==> config.mk <==
export PLATFORM = sky130hd
export DESIGN_NAME = seg7_scan_driver
export DESIGN_NICKNAME = d
export VERILOG_FILES = /design/src/rtl/seg7_pkg.sv /design/src/rtl/scan_tick_gen.sv /design/src/rtl/seg7_scan_driver.sv
export SDC_FILE = /design/constraint.sdc
export NUM_CORES = 1
export LEC_CHECK = 0
export BUFFER_PORTS_ARGS = -buffer_cell sky130_fd_sc_hd__buf_2
export CAP_MARGIN = 15
export CELL_PAD_IN_SITES_DETAIL_PLACEMENT = 1
export CELL_PAD_IN_SITES_GLOBAL_PLACEMENT = 1
export CORE_ASPECT_RATIO = 1.25
export CORE_MARGIN = 8
export CORE_UTILIZATION = 25
export DETAILED_ROUTE_END_ITERATION = 10
export GPL_TIMING_DRIVEN = 0
export PLACE_DENSITY = 0.46
export SYNTH_ARGS = -nofsm -noshare
export SYNTH_HDL_FRONTEND = slang
export SYNTH_HIERARCHICAL = 1
export SYNTH_SLANG_ARGS = --single-unit
==> constraint.sdc <==
create_clock -name clk -period 6.45 [get_ports clk]
set_input_delay 0.3225 -clock clk [delete_from_list [all_inputs] [get_ports clk]]
set_output_delay 0.3225 -clock clk [all_outputs]
set_load 0.02 [all_outputs]
==> src/rtl/seg7_pkg.sv <==
// seg7_pkg: 7-segment glyph encoding shared by the display driver and the
// upstream per-digit counter/decoder stage. Segment order is {a,b,c,d,e,f,g,dp}
// with a in the MSB, active-high.
package seg7_pkg;

   localparam logic [7:0] SEG_0     = 8'b11111100;
   localparam logic [7:0] SEG_1     = 8'b01100000;
   localparam logic [7:0] SEG_2     = 8'b11011010;
   localparam logic [7:0] SEG_3     = 8'b11110010;
   localparam logic [7:0] SEG_4     = 8'b01100110;
   localparam logic [7:0] SEG_5     = 8'b10110110;
   localparam logic [7:0] SEG_6     = 8'b10111110;
   localparam logic [7:0] SEG_7     = 8'b11100000;
   localparam logic [7:0] SEG_8     = 8'b11111110;
   localparam logic [7:0] SEG_9     = 8'b11100110;
   localparam logic [7:0] SEG_BLANK = 8'b00000000;

   // Segments a..g for one BCD nibble; anything above 9 shows as blank so a
   // corrupted digit is visibly wrong rather than mistaken for a number.
   function automatic logic [6:0] bcd_to_seg(input logic [3:0] nibble);
      logic [6:0] g;
      case (nibble)
         4'd0:    g = SEG_0[7:1];
         4'd1:    g = SEG_1[7:1];
         4'd2:    g = SEG_2[7:1];
         4'd3:    g = SEG_3[7:1];
         4'd4:    g = SEG_4[7:1];
         4'd5:    g = SEG_5[7:1];
         4'd6:    g = SEG_6[7:1];
         4'd7:    g = SEG_7[7:1];
         4'd8:    g = SEG_8[7:1];
         4'd9:    g = SEG_9[7:1];
         default: g = SEG_BLANK[7:1];
      endcase
      return g;
   endfunction

endpackage

==> src/rtl/scan_tick_gen.sv <==
// scan_tick_gen: free-running prescaler that divides clk into digit slots.
// tick_o marks the last cycle of a slot; phase_o is the position within the
// slot and drives the ghosting-guard window in the display driver.
module scan_tick_gen #(
   parameter int DIV   = 1000,
   parameter int CNT_W = (DIV > 1) ? $clog2(DIV) : 1
) (
   input  logic             clk,
   input  logic             rst,
   output logic             tick_o,
   output logic [CNT_W-1:0] phase_o
);

   logic [CNT_W-1:0] cnt_q;
   logic [CNT_W-1:0] cnt_d;

   assign tick_o  = (cnt_q == CNT_W'(DIV - 1));
   assign phase_o = cnt_q;

   // Next count: wrap to zero at the end of each slot.
   always_comb begin
      cnt_d = tick_o ? '0 : cnt_q + CNT_W'(1);
   end

   // Prescaler state.
   always_ff @(posedge clk or posedge rst) begin
      if (rst) begin
         cnt_q <= '0;
      end else begin
         cnt_q <= cnt_d;
      end
   end

endmodule

==> src/rtl/seg7_scan_driver.sv <==
// seg7_scan_driver: time-multiplexed driver for a common-bus multi-digit
// 7-segment display. New values land in a shadow register and are moved to
// the display register only at a frame wrap, so a frame never mixes old and
// new digits. Outputs are registered and trail the slot state by one cycle.
module seg7_scan_driver
   import seg7_pkg::*;
#(
   parameter int NUM_DIGITS = 8,
   parameter int SCAN_DIV   = 1000,
   parameter int BLANK_CYC  = 2
) (
   input  logic                    clk,
   input  logic                    rst,
   input  logic                    load,
   input  logic [4*NUM_DIGITS-1:0] value_bcd,
   input  logic [NUM_DIGITS-1:0]   dp_mask,
   input  logic                    lz_blank,
   output logic [NUM_DIGITS-1:0]   digit,
   output logic [7:0]              seg,
   output logic                    pending,
   output logic                    frame_done
);

   localparam int CNT_W = (SCAN_DIV > 1) ? $clog2(SCAN_DIV) : 1;
   localparam int IDX_W = $clog2(NUM_DIGITS);

   logic                    slot_tick;
   logic [CNT_W-1:0]        phase;
   logic                    frame_wrap;

   logic [IDX_W-1:0]        idx_q,        idx_d;
   logic [4*NUM_DIGITS-1:0] shadow_val_q, shadow_val_d;
   logic [NUM_DIGITS-1:0]   shadow_dp_q,  shadow_dp_d;
   logic                    pending_q,    pending_d;
   logic [4*NUM_DIGITS-1:0] disp_val_q,   disp_val_d;
   logic [NUM_DIGITS-1:0]   disp_dp_q,    disp_dp_d;
   logic [NUM_DIGITS-1:0]   digit_q,      digit_d;
   logic [7:0]              seg_q,        seg_d;
   logic                    frame_done_q;

   logic [NUM_DIGITS-1:0]   lead_zero;
   logic [3:0]              cur_nib;
   logic                    cur_dp;
   logic                    lz_hide;
   logic [6:0]              glyph;

   scan_tick_gen #(
      .DIV   (SCAN_DIV),
      .CNT_W (CNT_W)
   ) u_tick (
      .clk     (clk),
      .rst     (rst),
      .tick_o  (slot_tick),
      .phase_o (phase)
   );

   // The last slot of the last digit closes the frame.
   assign frame_wrap = slot_tick && (idx_q == IDX_W'(NUM_DIGITS - 1));

   // Slot index advance and the shadow/display handoff. A load landing on the
   // wrap cycle bypasses the shadow so it is not held back a whole frame.
   always_comb begin
      idx_d        = idx_q;
      shadow_val_d = shadow_val_q;
      shadow_dp_d  = shadow_dp_q;
      pending_d    = pending_q;
      disp_val_d   = disp_val_q;
      disp_dp_d    = disp_dp_q;

      if (slot_tick) begin
         idx_d = frame_wrap ? '0 : idx_q + IDX_W'(1);
      end

      if (load) begin
         shadow_val_d = value_bcd;
         shadow_dp_d  = dp_mask;
      end

      if (frame_wrap) begin
         pending_d = 1'b0;
         if (load) begin
            disp_val_d = value_bcd;
            disp_dp_d  = dp_mask;
         end else if (pending_q) begin
            disp_val_d = shadow_val_q;
            disp_dp_d  = shadow_dp_q;
         end
      end else if (load) begin
         pending_d = 1'b1;
      end
   end

   // lead_zero[i] is set when every nibble from the top digit down to i is 0.
   always_comb begin
      lead_zero = '0;
      lead_zero[NUM_DIGITS-1] = (disp_val_q[4*(NUM_DIGITS-1) +: 4] == 4'd0);
      for (int i = NUM_DIGITS - 2; i >= 0; i--) begin
         lead_zero[i] = lead_zero[i+1] && (disp_val_q[4*i +: 4] == 4'd0);
      end
   end

   // Segment pattern for the current slot. The dp bit ignores leading-zero
   // blanking; only the ghosting guard at slot start silences it.
   always_comb begin
      cur_nib = disp_val_q[{idx_q, 2'b00} +: 4];
      cur_dp  = disp_dp_q[idx_q];
      lz_hide = lz_blank && (idx_q != '0) && lead_zero[idx_q];
      glyph   = lz_hide ? 7'b0 : bcd_to_seg(cur_nib);
      digit_d = NUM_DIGITS'(1) << idx_q;
      if (phase < CNT_W'(BLANK_CYC)) begin
         seg_d = SEG_BLANK;
      end else begin
         seg_d = {glyph, cur_dp};
      end
   end

   // All state; reset discards any uncommitted shadow contents.
   always_ff @(posedge clk or posedge rst) begin
      if (rst) begin
         idx_q        <= '0;
         shadow_val_q <= '0;
         shadow_dp_q  <= '0;
         pending_q    <= 1'b0;
         disp_val_q   <= '0;
         disp_dp_q    <= '0;
         digit_q      <= '0;
         seg_q        <= '0;
         frame_done_q <= 1'b0;
      end else begin
         idx_q        <= idx_d;
         shadow_val_q <= shadow_val_d;
         shadow_dp_q  <= shadow_dp_d;
         pending_q    <= pending_d;
         disp_val_q   <= disp_val_d;
         disp_dp_q    <= disp_dp_d;
         digit_q      <= digit_d;
         seg_q        <= seg_d;
         frame_done_q <= frame_wrap;
      end
   end

   assign digit      = digit_q;
   assign seg        = seg_q;
   assign pending    = pending_q;
   assign frame_done = frame_done_q;

endmodule

# == After elaboration in Yosys (flattened, before gate mapping) ==
# Memories as Yosys holds them, arrays and structs flattened.
# Index checks and enable logic that the tools add are counted.
# op_classes
eq_ne,2
magnitude_cmp,2
muxes,14
add_sub_neg,2
shift,2
reduce_logical,22
# ops
cell,n
32-bit 2-to-1 mux,2
4-bit zero test,8
32-bit by 6-bit variable part select with 4-bit output,1
8-bit 2-to-1 mux,3
10-bit by 1-bit adder with 10-bit output (second input constant),1
10-bit == test (second input constant),1
1-bit logical AND,10
10-bit by 2-bit < comparator with 1-bit output (second input constant),1
10-bit 2-to-1 mux,1
1-bit by 3-bit left shift with 8-bit output (first input constant),1
7-bit 2-to-1 mux,1
1-bit binary-select mux with 3-bit select,2
3-bit by 4-bit < comparator with 1-bit output (second input constant),1
1-bit 2-to-1 mux,4
2-bit nonzero test,2
3-bit by 1-bit adder with 3-bit output (second input constant),1
3-bit == test (second input constant),1
3-bit 2-to-1 mux,1
3-bit nonzero test,1
2-bit AND reduction,1
# totals
mem_bits_ro,112
output_inout_bits,18
n_memories,1
input_bits,44
ff_bits,111
wordCells,55
# memory_table
name,depth,width,rd,rd_ports_with_merged_regs,wr,line_no,rtl
(no name shown),16,7,1,0,0,seg7_pkg.sv:22,case (nibble)

# == Logic depth before layout (Yosys ltp) ==
# Gate-level depths: netlist (run 1).
# depth
word_depth,13
ltp_mapped,10
depth_no_buf,8

# == Hierarchy ==
# Netlist (run 1), hierarchy kept.
# by_module_without_submodules
mod,instances,area_per_inst_um2,cells_per_inst,seq_area_each_um2
seg7_scan_driver,1,4367.9,290,2527.4
scan_tick_gen,1,506.7,47,250.2

# == Least setup slack after synthesis (run 1) ==
# No wires, ideal clock.
# synth_timing
path_kind,register -> register
start,"register u_tick.cnt_q[0], in the netlist u_tick/phase_o[0]"
end,register disp_dp_q[0]
path_buffers,2
synth_period_minus_slack_ns,2.247
required_ns,6.325
arrival_ns,2.123
setup_time_ns,0.125
path_slack_ns,4.203
path_stages_with_launch,10
cell_sequence,dfrtp_1 ha_1 nand2_2 nor4b_4 and3_1 buf_6 and2_1 o21ai_1 clkbuf_1 mux2_2
# synth_via
elab_chain_len,3
# synth_lines
element,line_no,rtl
start: declaration,scan_tick_gen.sv:14,logic [CNT_W-1:0] cnt_q;
start signal: assignment,scan_tick_gen.sv:30,cnt_q <= cnt_d;
10-bit == test,scan_tick_gen.sv:17,assign tick_o = (cnt_q == CNT_W'(DIV - 1));
via slot_tick,seg7_scan_driver.sv:27,logic slot_tick;
1-bit logical AND,seg7_scan_driver.sv:58,assign frame_wrap = slot_tick && (idx_q == IDX_W'(NUM_DIGITS - 1));
via frame_wrap,seg7_scan_driver.sv:29,logic frame_wrap;
2-bit AND reduction (no source line),--,
end signal: assignment,seg7_scan_driver.sv:135,disp_dp_q <= disp_dp_d;
end: declaration,seg7_scan_driver.sv:36,"logic [NUM_DIGITS-1:0] disp_dp_q, disp_dp_d;"
# The timed path passes the listed nets, and every way through them passes these cells.
# A chain may end at the register's enable or synchronous reset.

# == Worst setup path after layout (run 1) ==
# layout_timing
start,"register u_tick.cnt_q[0], in the netlist u_tick/phase_o[0]"
end,register disp_dp_q[1]
# Same word-level chain as after synthesis.

==> metrics.txt, run 1 <==
Die H=172 microns; number of synthesized register bits=111; EDFF count, synth=0; Yosys top cell area share=57.0%; setup ws final=3760 ps; sequential cell area=0.00278 sq mm; setup TNS=0 ps; DR iter-0 viols=61; Crit Path Class=register to register; drt total wl=11.1 mm; DR WL/cell=17.0 microns; clk buf depth=2; Crit-path slowest cell=dfrtp_1; Net Count, Synth=393; htree depth=3; input/output buffers=60; Total GRT Usage=9.90%; CP endpoint kind=register; count leader, synth=dfrtp_1; max cap viols=0; total number of vias=2884; largest family of logic cells by synthesized area=multiplexers; initial antenna violation count=0; setup slack after placement=3720 ps; Synth Area in XOR/XNOR=0.898%; DRC=0; Die Area=0.0243 sq mm; Worst slew margin=36.0%; most frequent cells after synthesis=dfrtp_1 (111), mux2_2 (81), ha_1 (12); Worst-Skew Late Latency=350 ps; Clock transition at path regs=70 ps; syn_area_per_cell=14.5 sq um; yosys warns=6; hold path start=value_bcd[10]; DR vias/cell=4.43; Async S/R FF share, synth=100%; status=finished, final reports clean; multi-input logic area=0.00199 sq mm; boundary pin count=62; Synth-to-Final Area Change=19.8%; dpl hpwl=8.62 mm; r2r setup slk=3760 ps; area leader, netlist=dfrtp_1; final period utilization=41.7%; Worst-Margin Slew=952 ps; Clock Sinks=111; worst path cell trace=ha_1 > nand2_2 > nor4b_4 > and3_1 > buf_6 > and2_1 > o21ai_1 > clkbuf_1 > mux2_2; grt total ovfl=0; sequential area share after synthesis=57.0%; starting density of the core=25.3%; Setup-failing EPs final=0; vias in the first global route=3236; final slew viol count=0; Reg-to-Reg End=disp_dp_q[1]$_DFFE_PP0P_; CTS tree=done; Arr. time, crit path=2920 ps; number of non-filler instances in the completed layout=651; reg2reg start=u_tick/phase_o[0]$_DFF_PP0_; simple-gate share of the synthesized area=7.37%; worst reg2reg path depth=9; f_max=0.372 GHz; CTS Buf Count=9; largest net degree at the start of global routing=58; post-synthesis compound-gate area fraction=3.44%; FP Rows=57; Nets=466; Syn Std Cell Area=0.00487 sq mm; router iterations before antenna repair=4; crit path time final=2690 ps; GPL Wtd Cong=0.694; Unique masters post-synth=46; worst hold path type=primary input to register; DRT antenna net count=0; final hold viol count=0; layout cells sized above 1=46.3%; RSZ-0062 raised after global routing=false; area of the core=0.0193 sq mm; Worst Path Required=6690 ps; CP Launch Type=register; post-synthesis mux area share=25.9%; Fill cells=2095; Pleak=0.00274 uW; Post-Syn Instances=337; global-route wire length before repair=18.2 mm; skew final=10.5 ps; cell count of the worst hold path=2; worst vdd ir=0.000132 V; adder-cell share of the synthesized area=3.08%; Synth area leaders=dfrtp_1 (57%), mux2_2 (19%), mux4_2 (4.6%); hold worst-path end=shadow_val_q[10]$_DFFE_PP0P_; PwrDens=240 mW/mm^2; Ant. Diodes=0; postcts setup bufs=0; placed cell count=634; CTS root buffer=clkbuf_16; delay of the slowest critical-path stage=420 ps; Synth Flop Type=dfrtp_1; CP max FO=11; Die X=141 microns
critical path, delay by kind of cell, from the launching register on:
kind / cells / cell delay (ps)
mux: 1 / 360
buf+inv: 2 / 490
simple gates: 4 / 870
flops: 1 / 420
compound gates: 1 / 180
fa+ha+maj: 1 / 250
placed cells by master, fill, tap and decap left out, types with 2 or more instances in the layout:
| cell type | count |
|---|---|
| mux2i_1 | 5 |
| mux2i_4 | 2 |
| xnor2_1 | 3 |
| buf_2 | 61 |
| nand2b_1 | 2 |
| o21ai_0 | 3 |
| bufinv_16 | 2 |
| nand2_1 | 7 |
| inv_1 | 6 |
| clkbuf_16 | 9 |
| or4_1 | 3 |
| ha_1 | 12 |
| xor2_1 | 2 |
| inv_2 | 3 |
| mux2_4 | 2 |
| o21ai_1 | 4 |
| nor2_2 | 4 |
| mux2_2 | 81 |
| and3_1 | 2 |
| nand3_1 | 5 |
| nor4_1 | 5 |
| a22oi_1 | 2 |
| dfrtp_1 | 111 |
| a21oi_1 | 8 |
| buf_6 | 3 |
| and2_1 | 5 |
| mux4_2 | 10 |
| clkbuf_1 | 11 |
| nor2_1 | 8 |
| nor2b_1 | 3 |
| nor3_1 | 6 |
cell type report:
class                   instances  share of cell area (%)
clock inverters                 5                    1.39
flip-flops and latches        111                    47.6
repair buffers                 62                    5.78
well taps                     236                    5.06
multi-input cells             202                    34.1
inverters                      10                   0.686
clock buffers                  11                    4.16
plain buffers                  14                    1.31
power breakdown:
group          internal, uW  switching, uW
Clock                   351            251
Sequential              720           5.91
Combinational          34.9           39.0
Total                  1110            296
worst max path at each step:
stage | startpoint | end | cells after the start | slack [ps]
floorplan | rst | digit[0]$_DFF_PP0_ | 1 | 3480
global placement | rst | shadow_val_q[30]$_DFFE_PP0P_ | 2 | 2230
detailed placement | u_tick/phase_o[0]$_DFF_PP0_ | disp_dp_q[1]$_DFFE_PP0P_ | 9 | 3720
CTS | u_tick/phase_o[0]$_DFF_PP0_ | disp_dp_q[1]$_DFFE_PP0P_ | 9 | 3690
global route | u_tick/phase_o[0]$_DFF_PP0_ | disp_dp_q[1]$_DFFE_PP0P_ | 9 | 3530
finish | u_tick/phase_o[0]$_DFF_PP0_ | disp_dp_q[1]$_DFFE_PP0P_ | 9 | 3760
layer usage:
metal  GRT usage [%]  routed length (microns)  part of all wire (%)
met5               0                        0                     0
met2            16.9                     5710                    51
met4            4.07                      174                   1.6
met3            2.79                      366                   3.3
met1            11.6                     4840                    44
sequential cells by signal, indices dropped and copies added (netlist names):
name / cells
digit: 8
shadow_val_q: 32
disp_dp_q: 8
u_tick/phase_o: 10
seg: 8
pending: 1
idx_q: 3
shadow_dp_q: 8
disp_val_q: 32
frame_done: 1
logic make-up after synthesis:
logic type	Yosys count
simple gates	59
mux	100
fa+ha+maj	12
xor+xnor	5
flops	111
compound gates	26
buf+inv	24
stage by stage:
step                      area (sq um)  hold slack (ps)  utilization [%]  power [uW]
after floorplan                   4870              163                -         783
after global placement            5470              349             28.4         813
after detailed placement          5510              368             28.6         818
after CTS                         5840              204             30.3        1430
after global routing              5840              212             30.3        1470
final                             5840              223             30.3        1400
what timing repair did:
item                                    in CTS  in global routing
hold endpoints to repair                    10                  0
hold buffers                                 1                  0
resized for setup                            0                  0
endpoints found under the setup margin       0                  0
No activity file was read; power rests on OpenSTA's default activity.
==> run 2, diff against run 1 <==
--- a/config.mk
+++ b/config.mk
@@ -14,7 +14,7 @@
 export CORE_UTILIZATION = 25
 export DETAILED_ROUTE_END_ITERATION = 10
 export GPL_TIMING_DRIVEN = 0
-export PLACE_DENSITY = 0.46
+export PLACE_DENSITY = 0.48
 export SYNTH_ARGS = -nofsm -noshare
 export SYNTH_HDL_FRONTEND = slang
 export SYNTH_HIERARCHICAL = 1
==> constraint.sdc (replaced) <==
create_clock -name clk -period 2.2 [get_ports clk]
set_input_delay 0.11 -clock clk [delete_from_list [all_inputs] [get_ports clk]]
set_output_delay 0.11 -clock clk [all_outputs]
set_load 0.02 [all_outputs]
==> run 2 against run 1 <==
Compared with the run above: power grew to 2.8 times the previous value; clock-buffer cell count is 2 lower; via count is 5.5% higher; register-to-register slack worse by 3800 ps; utilization is 1.8 points higher; global-route usage is 0.32 points higher; setup slack worse by 3800 ps; routed wire length is 4.1% higher; critical path depth is 2 lower; sequential power grew to 2.9 times the previous value; first-iteration DRC count is 39% higher; clock power grew to 2.5 times the previous value.
==> metrics.txt, run 2 (synthesis gave the netlist of run 1 again) <==
placed cell area=0.00552 sq mm; internal power=2990 uW; FP Rows=57; r2r setup slk=5 ps; Clock Sinks=111; skew final=7.57 ps; total power=3890 uW; global-route wire length before repair=19.2 mm; GPL Wtd Cong=0.735; DR WL/cell=16.9 microns; final slew viol count=0; sw frac=23.1%; CTS tree=done; CP Launch Type=register; Gate power share=5.8%; Die X=141 microns; Worst slew margin=35.8%; Fill cells=2056; DR iter-0 viols=85; worst vdd ir=0.000307 V; Clock transition at path regs=70 ps; Pleak=0.00288 uW; CTS root buffer=clkbuf_16; max cap viols=0; vias in the first global route=3491; Worst Path Required=2470 ps; Ant. Diodes=0; CP max FO=5; worst hold path type=primary input to register; commonest non-fill, non-tap cell in the layout=dfrtp_1; final hold viol count=0; router iterations before antenna repair=5; NetSw=896 uW; Die Area=0.0243 sq mm; fin area=0.00619 sq mm; DRC=0; Nets=496; htree depth=3; Die H=172 microns; final period utilization=99.8%; status=finished, final reports clean; CP endpoint kind=register; input/output buffers=60; reg2reg start=idx_q[0]$_DFFE_PP0P_; PwrDens=628 mW/mm^2; crit path time final=2190 ps; starting density of the core=25.3%; Worst-Skew Late Latency=350 ps; initial antenna violation count=0; drt total wl=11.5 mm; Synth-to-Final Area Change=27.1%; DR vias/cell=4.47; dpl hpwl=8.62 mm; Setup-failing EPs final=0; crit path to=seg[6]$_DFF_PP0_; Worst-Margin Slew=955 ps; CTS Buf Count=9; Total GRT Usage=10.2%; DRT antenna net count=0; total number of vias=3043; boundary pin count=62; commonest cells after routing, fill and taps aside=dfrtp_1 (110), mux2_2 (80), buf_2 (60), buf_4 (21), mux4_2 (10); clock share of power=39.5%; Reg-to-Reg End=seg[6]$_DFF_PP0_; Crit. Startpoint=idx_q[0]$_DFFE_PP0P_; f_max=0.456 GHz; RSZ-0062 raised after global routing=true; clk buf depth=2; area of the core=0.0193 sq mm; Arr. time, crit path=2460 ps; Seq pwr share=54.7%; grt total ovfl=0; worst reg2reg path depth=7; Crit Path Class=register to register; largest net degree at the start of global routing=42; layout cells sized above 1=53.0%
## run 2: changes by cell type in the layout (fill, tap and decap cells not counted), sizes merged
cell,delta
clkinv,+1
buf,+21
dlygate4sd3,+5
bufinv,-2
inv,+1
clkbuf,+2
clkinvlp,+2
## run 2: cell type report
cell class / count / area [sq um] / area share (%)
Tap cell: 236 / 295 / 4.77
Sequential cell: 111 / 2780 / 44.9
Multi-Input combinational cell: 202 / 2070 / 33.4
Clock inverter: 7 / 47.5 / 0.768
Inverter: 10 / 41.3 / 0.667
Clock buffer: 9 / 225 / 3.64
Buffer: 14 / 129 / 2.08
Timing Repair Buffer: 92 / 606 / 9.78
## run 2: power by group through the flow
stage          registers [uW]  clock network (uW)  logic [uW]
2_1_floorplan            2160                   0         133
3_3_place_gp             2170                   0         216
3_5_place_dp             2170                   0         228
4_1_cts                  2130                1610         238
5_1_grt                  2140                1680         257
6_report                 2130                1530         225
## run 2: timing repair
item                                   4_1_cts  5_1_grt
resized for setup                           34        6
endpoints found under the hold margin       36        0
buffers inserted                            14        6
cloned                                       4        0
setup endpoints to repair                   47       47
pin swaps                                    4        4
hold buffers                                 6        0
## run 2: per-layer routing
metal | vias to the layer above | track usage (%) | wire length [microns]
met5 | - | 0 | 0
met4 | 0 | 4.21 | 202
met3 | 12 | 2.60 | 469
met2 | 45 | 17.9 | 6040
met1 | 1568 | 11.7 | 4830
li1 | 1418 | - | -
## run 2: how the worst min path moves through the flow
stage / to / slack (ps) / startpoint / depth (start not counted)
after detailed placement: u_tick/phase_o[2]$_DFF_PP0_ / 150 / rst / 2
after global placement: u_tick/phase_o[4]$_DFF_PP0_ / 150 / rst / 2
after floorplan: u_tick/phase_o[0]$_DFF_PP0_ / -50 / rst / 1
after CTS: shadow_val_q[25]$_DFFE_PP0P_ / 0.2 / value_bcd[25] / 2
final: shadow_dp_q[7]$_DFFE_PP0P_ / 10 / dp_mask[7] / 2
after global routing: shadow_dp_q[6]$_DFFE_PP0P_ / 7 / dp_mask[6] / 2
## run 2: critical path, stage by stage, from the launching register on
cell and delay (ps):
dfrtp_1 370, buf_6 140, mux4_2 510, mux2_4 340, inv_2 100, ha_2 280
nand2b_1 150, a211oi_2 220
## run 2: through the flow
step / setup WS [ps] / setup TNS (ps) / hold WS, ps / cells / utilization [%]
6_report: 5.19 / 0 / 11.7 / 681 / 32.2
5_1_grt: -97.4 / -1580 / 7.48 / 681 / 32.2
4_1_cts: 3.16 / 0 / 0.158 / 675 / 31.8
3_5_place_dp: -530 / -21870 / 154 / 635 / 28.7
3_3_place_gp: -554 / -22560 / 154 / 633 / 28.4
2_1_floorplan: -47.4 / -1890 / -49.8 / 337 / -
